$ cat config.mk
export PLATFORM = sky130hd
export DESIGN_NAME = boot_sequencer_flat
export DESIGN_NICKNAME = d
export VERILOG_FILES = /design/src/rtl/boot_sequencer_if.sv /design/src/rtl/boot_sequencer.sv /design/src/flat_wrapper.sv
export SDC_FILE = /design/constraint.sdc
export NUM_CORES = 1
export LEC_CHECK = 0
export ABC_AREA = 0
export BUFFER_PORTS_ARGS = -buffer_cell sky130_fd_sc_hd__buf_2
export CAP_MARGIN = 20
export CORE_MARGIN = 3
export CORE_UTILIZATION = 58
export CTS_BUF_LIST = sky130_fd_sc_hd__clkbuf_16
export DETAILED_ROUTE_END_ITERATION = 10
export GPL_TIMING_DRIVEN = 0
export PLACE_DENSITY = 0.82
export SYNTH_ARGS = -nofsm -noshare
export SYNTH_HDL_FRONTEND = slang
export SYNTH_SLANG_ARGS = --single-unit
$ cat constraint.sdc
create_clock -name CLK -period 7.1 [get_ports CLK]
set_input_delay 0.355 -clock CLK [delete_from_list [all_inputs] [get_ports CLK]]
set_output_delay 0.355 -clock CLK [all_outputs]
set_load 0.005 [all_outputs]
$ cat src/rtl/boot_sequencer_if.sv
// Image stream and instruction-memory write bundle for boot_sequencer.
// slave = sequencer side, master = image source / memory side.
interface boot_sequencer_if;
    logic        load_valid;
    logic [31:0] load_data;
    logic        load_last;
    logic        load_ready;
    logic        imem_we;
    logic [31:0] imem_addr;
    logic [31:0] imem_wdata;

    modport slave (
        input  load_valid, load_data, load_last,
        output load_ready, imem_we, imem_addr, imem_wdata
    );

    modport master (
        output load_valid, load_data, load_last,
        input  load_ready, imem_we, imem_addr, imem_wdata
    );
endinterface

$ cat src/rtl/boot_sequencer.sv
// Core boot sequencer: reset hold, optional image preload, release, halt/restart.
// Define BOOT_CHECKSUM_EN to treat the last stream word as a checksum trailer.
module boot_sequencer #(
    parameter int unsigned HOLD_CYCLES   = 16,
    parameter int unsigned SETTLE_CYCLES = 4,
    parameter int unsigned MAX_WORDS     = 1024,
    parameter bit          PRELOAD       = 1'b1
) (
    input  logic        CLK,
    input  logic        RESET,
    input  logic [31:0] bootPC,
    input  logic        halt,
    input  logic        restart,
    output logic        proc_RESET,
    output logic [31:0] startPC,
    output logic        booted,
    output logic        error,
    output logic [10:0] word_count,
    boot_sequencer_if.slave bus
);

    typedef enum logic [2:0] {
        S_HOLD,
        S_LOAD,
        S_SETTLE,
        S_RUN,
        S_HALTED,
        S_ERROR
    } state_e;

    localparam logic [31:0] HOLD_LAST   = 32'(HOLD_CYCLES - 1);
    localparam logic [31:0] SETTLE_LAST = 32'(SETTLE_CYCLES - 1);
    localparam logic [10:0] MAXW        = 11'(MAX_WORDS);

    state_e      state_q;
    logic [31:0] cnt_q;
    logic [31:0] startpc_q;
    logic [31:0] addr_q;
    logic [31:0] wdata_q;
    logic        we_q;
    logic        prst_q;
    logic        booted_q;
    logic        error_q;
    logic [10:0] wc_q;

    logic        room;
    logic        accept;
    logic [31:0] addr_d;

    assign room           = wc_q < MAXW;
    assign bus.load_ready = (state_q == S_LOAD) && room;
    assign accept         = bus.load_valid && bus.load_ready;
    assign addr_d         = startpc_q + {19'd0, wc_q, 2'b00};

`ifdef BOOT_CHECKSUM_EN
    logic [31:0] sum_q;
    logic        sum_ok;
    assign sum_ok = (sum_q == bus.load_data);
`endif

    always_ff @(posedge CLK or posedge RESET) begin
        if (RESET) begin
            state_q   <= S_HOLD;
            cnt_q     <= '0;
            startpc_q <= '0;
            addr_q    <= '0;
            wdata_q   <= '0;
            we_q      <= 1'b0;
            prst_q    <= 1'b1;
            booted_q  <= 1'b0;
            error_q   <= 1'b0;
            wc_q      <= '0;
`ifdef BOOT_CHECKSUM_EN
            sum_q     <= '0;
`endif
        end else begin
            we_q <= 1'b0;
            unique case (state_q)
                S_HOLD: begin
`ifdef BOOT_CHECKSUM_EN
                    sum_q <= '0;
`endif
                    if (cnt_q == HOLD_LAST) begin
                        cnt_q     <= '0;
                        startpc_q <= bootPC;
                        addr_q    <= bootPC;
                        state_q   <= PRELOAD ? S_LOAD : S_SETTLE;
                    end else begin
                        cnt_q <= cnt_q + 32'd1;
                    end
                end
                S_LOAD: begin
                    if (accept) begin
`ifdef BOOT_CHECKSUM_EN
                        // Trailer word is only compared, never written or counted
                        if (bus.load_last) begin
                            if (sum_ok) begin
                                state_q <= S_SETTLE;
                            end else begin
                                state_q <= S_ERROR;
                                error_q <= 1'b1;
                            end
                        end else begin
                            we_q    <= 1'b1;
                            wdata_q <= bus.load_data;
                            addr_q  <= addr_d;
                            wc_q    <= wc_q + 11'd1;
                            sum_q   <= sum_q + bus.load_data;
                        end
`else
                        we_q    <= 1'b1;
                        wdata_q <= bus.load_data;
                        addr_q  <= addr_d;
                        wc_q    <= wc_q + 11'd1;
                        if (bus.load_last) begin
                            state_q <= S_SETTLE;
                        end
`endif
                    end else if (bus.load_valid && !room) begin
                        state_q <= S_ERROR;
                        error_q <= 1'b1;
                    end
                end
                S_SETTLE: begin
                    if (cnt_q == SETTLE_LAST) begin
                        cnt_q    <= '0;
                        state_q  <= S_RUN;
                        prst_q   <= 1'b0;
                        booted_q <= 1'b1;
                    end else begin
                        cnt_q <= cnt_q + 32'd1;
                    end
                end
                S_RUN: begin
                    if (halt) begin
                        state_q  <= S_HALTED;
                        prst_q   <= 1'b1;
                        booted_q <= 1'b0;
                    end
                end
                S_HALTED: begin
                    if (restart) begin
                        state_q <= S_HOLD;
                        wc_q    <= '0;
                        cnt_q   <= '0;
                    end
                end
                S_ERROR: begin
                    if (restart) begin
                        state_q <= S_HOLD;
                        error_q <= 1'b0;
                        wc_q    <= '0;
                        cnt_q   <= '0;
                    end
                end
                default: begin
                    state_q <= S_HOLD;
                end
            endcase
        end
    end

    assign proc_RESET     = prst_q;
    assign startPC        = startpc_q;
    assign booted         = booted_q;
    assign error          = error_q;
    assign word_count     = wc_q;
    assign bus.imem_we    = we_q;
    assign bus.imem_addr  = addr_q;
    assign bus.imem_wdata = wdata_q;

endmodule

$ cat src/flat_wrapper.sv
// flat-port wrapper written by rule: the top's interface ports become plain ports
module boot_sequencer_flat 
#(
    parameter int unsigned HOLD_CYCLES   = 16,
    parameter int unsigned SETTLE_CYCLES = 4,
    parameter int unsigned MAX_WORDS     = 1024,
    parameter bit          PRELOAD       = 1'b1
)
  (CLK, RESET, bootPC, halt, restart, proc_RESET, startPC, booted, error, word_count, bus_load_valid, bus_load_data, bus_load_last, bus_load_ready, bus_imem_we, bus_imem_addr, bus_imem_wdata);
  boot_sequencer_if bus_i ();
  input  logic CLK;
  input  logic RESET;
  input  logic [31:0] bootPC;
  input  logic halt;
  input  logic restart;
  output logic proc_RESET;
  output logic [31:0] startPC;
  output logic booted;
  output logic error;
  output logic [10:0] word_count;
  input wire logic [$bits(bus_i.load_valid)-1:0] bus_load_valid;
  input wire logic [$bits(bus_i.load_data)-1:0] bus_load_data;
  input wire logic [$bits(bus_i.load_last)-1:0] bus_load_last;
  output wire logic [$bits(bus_i.load_ready)-1:0] bus_load_ready;
  output wire logic [$bits(bus_i.imem_we)-1:0] bus_imem_we;
  output wire logic [$bits(bus_i.imem_addr)-1:0] bus_imem_addr;
  output wire logic [$bits(bus_i.imem_wdata)-1:0] bus_imem_wdata;
  assign bus_i.load_valid = bus_load_valid;
  assign bus_i.load_data = bus_load_data;
  assign bus_i.load_last = bus_load_last;
  assign bus_load_ready = bus_i.load_ready;
  assign bus_imem_we = bus_i.imem_we;
  assign bus_imem_addr = bus_i.imem_addr;
  assign bus_imem_wdata = bus_i.imem_wdata;
  boot_sequencer #(.HOLD_CYCLES(HOLD_CYCLES), .SETTLE_CYCLES(SETTLE_CYCLES), .MAX_WORDS(MAX_WORDS), .PRELOAD(PRELOAD)) u_core (.CLK(CLK), .RESET(RESET), .bootPC(bootPC), .halt(halt), .restart(restart), .proc_RESET(proc_RESET), .startPC(startPC), .booted(booted), .error(error), .word_count(word_count), .bus(bus_i));
endmodule
# Word level (Yosys, flattened, before mapping)
# Cells that the tools add are included.
totals:
  regBits: 146
  input_bits: 70
  output_inout_bits: 112
  wordCells: 80
op_classes:
  n_addsub: 3
  mux: 30
  eq_ne: 17
  order_cmp: 1
  reduce_logical: 19
op_table:
  columns: ["operator", "count"]
  rows:
  - ["two-way mux 32 bit", 5]
  - ["one-hot mux 32 bit (3 select lines)", 1]
  - ["one-hot mux 32 bit (2 select lines)", 1]
  - ["adder 32 x 1 -> 32 bit, second input constant", 1]
  - ["adder 32 x 13 -> 32 bit", 1]
  - ["equality test 32 x 2 -> 1 bit, second input constant", 1]
  - ["equality test 32 x 4 -> 1 bit, second input constant", 1]
  - ["two-way mux 11 bit", 2]
  - ["one-hot mux 11 bit (2 select lines)", 1]
  - ["two-way mux 3 bit", 7]
  - ["one-hot mux 3 bit (5 select lines)", 1]
  - ["adder 11 x 1 -> 11 bit, second input constant", 1]
  - ["less-than comparator 11 bit, second input constant", 1]
  - ["two-way mux 1 bit", 9]
  - ["AND reduction 3 bit", 3]
  - ["inequality test 2 x 1 -> 1 bit, second input constant", 4]
  - ["inequality test 2 bit, second input constant", 4]
  - ["nonzero test 2 bit", 4]
  - ["equality test 3 x 2 -> 1 bit, second input constant", 2]
  - ["equality test 3 bit, second input constant", 2]
  - ["one-hot mux 1 bit (2 select lines)", 3]
  - ["AND reduction 2 bit", 3]
  - ["AND reduction 6 bit", 1]
  - ["AND reduction 4 bit", 1]
  - ["other kinds (8)", 10]

# Longest topological paths before layout
logic_depth:
  ltp_word: 6
  ltp_mapped: 10
  depth_no_buf: 9

# Least setup slack after synthesis
# Ideal clock, no wire load.
synth_path:
  kind: "reg-to-reg"
  from: "register u_core.wc_q[0], in the netlist u_core.word_count[0]"
  to: "register u_core.addr_q[28], in the netlist u_core.bus.imem_addr[28]"
  required_time_ns: 6.980
  n_path_buf: 0
  setup_ns: 0.120
  setup_slack_ns: 4.849
  t_arrival_ns: 2.131
  stages_incl_launch_ff: 9
  cell_sequence: "dfrtp_1 ha_1 fa_1 a21oi_1 o211ai_1 a21oi_1 nand2_1 a211o_1 a31o_2"
synth_between:
  elab_chain_len: 5
synth_rtl:
  columns: ["element", "line", "rtl"]
  rows:
  - ["start, declared", "boot_sequencer.sv:44", "logic [10:0] wc_q;"]
  - ["start signal, assigned", "boot_sequencer.sv:114", "wc_q <= wc_q + 11'd1;"]
  - ["branches (longest 5 deep; another with adder 32 x 13 -> 32 bit)", null, null]
  - ["end signal, assigned", "boot_sequencer.sv:86", "addr_q <= bootPC;"]
  - ["end signal, assigned", "boot_sequencer.sv:113", "addr_q <= addr_d;"]
  - ["end, declared", "boot_sequencer.sv:38", "logic [31:0] addr_q;"]
# Parallel ways; which one is timed is not known. The select of a mux whose other input is x is not followed.
# A chain may end at the register's enable or synchronous reset.

# Worst setup path after layout
layout_path:
  from: "register u_core.state_q[1]"
  to: "output bus_load_ready"
layout_between:
  elab_chain_len: 2
layout_rtl:
  columns: ["element", "line", "rtl"]
  rows:
  - ["start, declared", "boot_sequencer.sv:35", "state_e state_q;"]
  - ["start signal, assigned", "boot_sequencer.sv:87", "state_q <= PRELOAD ? S_LOAD : S_SETTLE;"]
  - ["equality test 3 x 1 -> 1 bit", "boot_sequencer.sv:51", "assign bus.load_ready = (state_q == S_LOAD) && room;"]
  - ["logical AND 1 bit", "boot_sequencer.sv:51", null]
  - ["end, declared", "flat_wrapper.sv:24", "output wire logic [$bits(bus_i.load_ready)-1:0] bus_load_ready;"]
# Every way passes these cells.

==> flow_metrics.env <==
export IMPL_status="complete, no violations"
export IMPL_p_sw_mw=1.29
export IMPL_rsz0062_at_grt="no"
export IMPL_initial_utilization_pct=60.0
export IMPL_place_inst=1113
export IMPL_yosys_area_top_type="dfrtp_1"
export IMPL_grt_pass1_wl_um=30800
export IMPL_period_share_pct=40.0
export IMPL_drive_gt1_share_pct=27.7
export IMPL_die_h_um=118
export IMPL_postCtsSetupBuffers=0
export IMPL_synth_top_flop_cell="dfrtp_1"
export IMPL_p_int_mw=2.14
export IMPL_syn_area_mm2=0.00727
export IMPL_routed_wl_um=19000
export IMPL_critPathLaunchType="register"
export IMPL_async_reset_ff_share_pct=100
export IMPL_antenna_found_initial=0
export IMPL_combPwrFrac_pct=37.0
export IMPL_cts_tree="built"
export IMPL_rows=40
export IMPL_r2r_cells=8
export IMPL_crit_start="u_core.state_q[1]"
export IMPL_grt_pass1_vias=6135
export IMPL_fin_setup_tns_ns=0
export IMPL_worstSetupEndpoint="bus_load_ready"
export IMPL_dp_final_hpwl_um=13600
export IMPL_synth_cell_types=61
export IMPL_drcViolationCount=0
export IMPL_clk_pin_slew_ns=0.06
export IMPL_dieWidth_um=118
export IMPL_period_needed_ns=2.84
export IMPL_yosys_top_cells_area="dfrtp_1 (50%), nand2_1 (9.1%), mux2_2 (4.8%)"
export IMPL_slew_viol_final=0
export IMPL_cts_sinks=146
export IMPL_avgSynthCellArea_um2=9.53
export IMPL_min_delay_start="bus_load_data[29]"
export IMPL_setup_viol=0
export IMPL_cts_made_buffers=17
export IMPL_pin_count=182
export IMPL_yosysTopAreaCellShare_pct=49.9
export IMPL_ys_seq_area_share_pct=50.3
export IMPL_power_density_mw_per_mm2=382
export IMPL_path_common_cell="buf_2"
export IMPL_yosysWarnings=0
export IMPL_synth_seq_cells=146
export IMPL_ant_nets=0
export IMPL_p_seq_share_pct=38.5
export IMPL_clock_latency_ns=0.42
export IMPL_hp_class="primary input to register"
export IMPL_cts_path_max_buffers=2
export IMPL_viasPerCell=5.57
export IMPL_finClkSkew_ns=0.0111
export IMPL_arrival_ns=2.48
export IMPL_synth_enable_flop_cells=0
export IMPL_power_mw=3.43
export IMPL_syn2layout_area_growth_pct=23.5
export IMPL_r2r_slack_ns=4.46
export IMPL_finalHoldViolations=0
export IMPL_post_synth_top_count_cell="nand2_1"
export IMPL_grt_usage_pct=27.6
export IMPL_gp_congestion=0.913
export IMPL_io_buffer_count=181
export IMPL_dr_pass1_iters=5
export IMPL_timing_rr_end="u_core.bus.imem_addr[27]"
export IMPL_core_area_mm2=0.0121
export IMPL_root_buffer="clkbuf_16"
export IMPL_regToRegStartpoint="u_core.startPC[10]"
export IMPL_maxSlewHeadroom_pct=48.2
export IMPL_overflow=0
export IMPL_cts_resized=0
export IMPL_ir_drop_v=0.000197
export IMPL_h_tree_depth=4
export IMPL_slowest_delay_ns=0.48
export IMPL_crit_type="register to primary output"
export IMPL_path_depth=7
export IMPL_fin_cells=1145
export IMPL_crit_chain="buf_2 > inv_1 > nand2_1 > clkbuf_1 > buf_1 > nor2_1 > buf_2"
export IMPL_synthCells=763
export IMPL_worst_slew_pin_slew_ns=0.777
export IMPL_cap_violations=0
export IMPL_synthTopCellsByCount="nand2_1 (176), dfrtp_1 (145), nor2_1 (69), o21ai_0 (43), xor2_1 (37)"
export IMPL_cp_slowest_cell="clkbuf_1"
export IMPL_crit_path_end_kind="primary output"
export IMPL_diodes=0
export IMPL_post_dp_cell_area_mm2=0.00842
export IMPL_worstPathRequired_ns=6.74
export IMPL_wl_per_cell_um=16.6
export IMPL_layout_nets=1049
export IMPL_path_delay_family="buffers and inverters"
export IMPL_drtIter0Drc=663
export IMPL_swShare_pct=37.7
export IMPL_clkPwrFrac_pct=24.5
export IMPL_clock_fmax_mhz=353
export IMPL_crit_path_max_fanout=10
export IMPL_final_cell_area_mm2=0.00898
export IMPL_dieArea_mm2=0.0139
export IMPL_grt_max_degree=92
export IMPL_synth_fp_nets=847
export IMPL_crit_buf_inv=5
export IMPL_vias=6377
export IMPL_p_leak_nw=4.63
-- cell usage in the layout (no fill, tap or decap), types with 4 or more instances in the layout --
cell type / count
a21oi_1: 31
and3_1: 13
and4_1: 5
buf_1: 4
buf_2: 190
buf_4: 4
clkbuf_1: 14
clkbuf_16: 17
dfrtp_1: 145
ha_1: 13
inv_1: 10
mux2_2: 31
mux2i_1: 11
nand2_1: 176
nand3_1: 24
nand4_1: 15
nor2_1: 69
nor2_2: 4
nor2b_1: 4
nor3_1: 5
nor4_1: 8
o211ai_1: 5
o21a_1: 4
o21ai_0: 43
o221ai_1: 6
or3_1: 8
xnor2_1: 20
xor2_1: 37
-- through the flow --
stage                     worst slack [ns]  utilization [%]  hold WS (ns)
after global placement                1.29             69.2         0.453
final                                 4.26             74.1         0.124
after CTS                             4.28             74.1         0.119
after detailed placement              4.54             69.5         0.440
after global routing                  4.07             74.1         0.116
after floorplan                       2.82                -         0.449
-- how the worst min path moves through the flow --
stage	endpoint	slack, ns	cells after the start
6_report	u_core.bus.imem_wdata[29]	0.12	3
2_1_floorplan	u_core.state_q[2]	0.45	1
3_3_place_gp	u_core.bus.imem_wdata[6]	0.45	2
3_5_place_dp	u_core.bus.imem_wdata[16]	0.44	2
5_1_grt	u_core.bus.imem_wdata[10]	0.12	3
4_1_cts	u_core.bus.imem_wdata[29]	0.12	3
-- cells by family after synthesis --
logic type,Yosys count,synth area share (%)
flops,146,50.3
xor+xnor,57,6.87
simple gates,344,21.2
compound gates,119,10.3
mux,42,6.32
buf+inv,41,2.48
fa+ha+maj,14,2.51
-- power groups by stage --
stage                     combinational [mW]  sequential, mW  clock, mW
after floorplan                        0.737            1.31          0
after global routing                    1.42            1.35      0.887
after global placement                  1.22            1.32          0
after detailed placement                1.26            1.33          0
after CTS                               1.28            1.32      0.848
final                                   1.27            1.32      0.842
-- routing by layer --
metal  up-vias  share of wire, %  global-route usage (%)
met5         -                 0                       0
met1      3056                41                    34.5
met4         0               2.4                    10.1
li1       3043                 -                       -
met3        46               6.5                    6.82
met2       232                50                    46.7
-- registers in the layout, summed over array words and instances, names as in the netlist --
signal	flops
u_core.startPC	32
u_core.bus.imem_addr	32
u_core.error	1
u_core.word_count	11
u_core.proc_RESET	1
u_core.bus.imem_we	1
u_core.bus.imem_wdata	32
u_core.booted	1
u_core.state_q	3
u_core.cnt_q	32
-- layout make-up --
class,count,area [um^2]
plain buffers,31,143
clock buffers,17,425
clock inverters,14,125
fillers,899,3130
inverters,10,42.5
multi-input cells,576,3430
flip-flops and latches,146,3650
well taps,168,210
repair buffers,183,943
-- worst min-delay path: cells and delay by family --
kind,cells,cell delay (ns)
buf+inv,1,0.08
simple gates,2,0.08
-- timing repair --
| action | CTS | global route |
|---|---|---|
| endpoints found under the hold margin | 7 | 0 |
| setup endpoints to repair | 0 | 0 |
| hold buffers | 1 | 0 |
No activity file was read; power rests on OpenSTA's default activity.
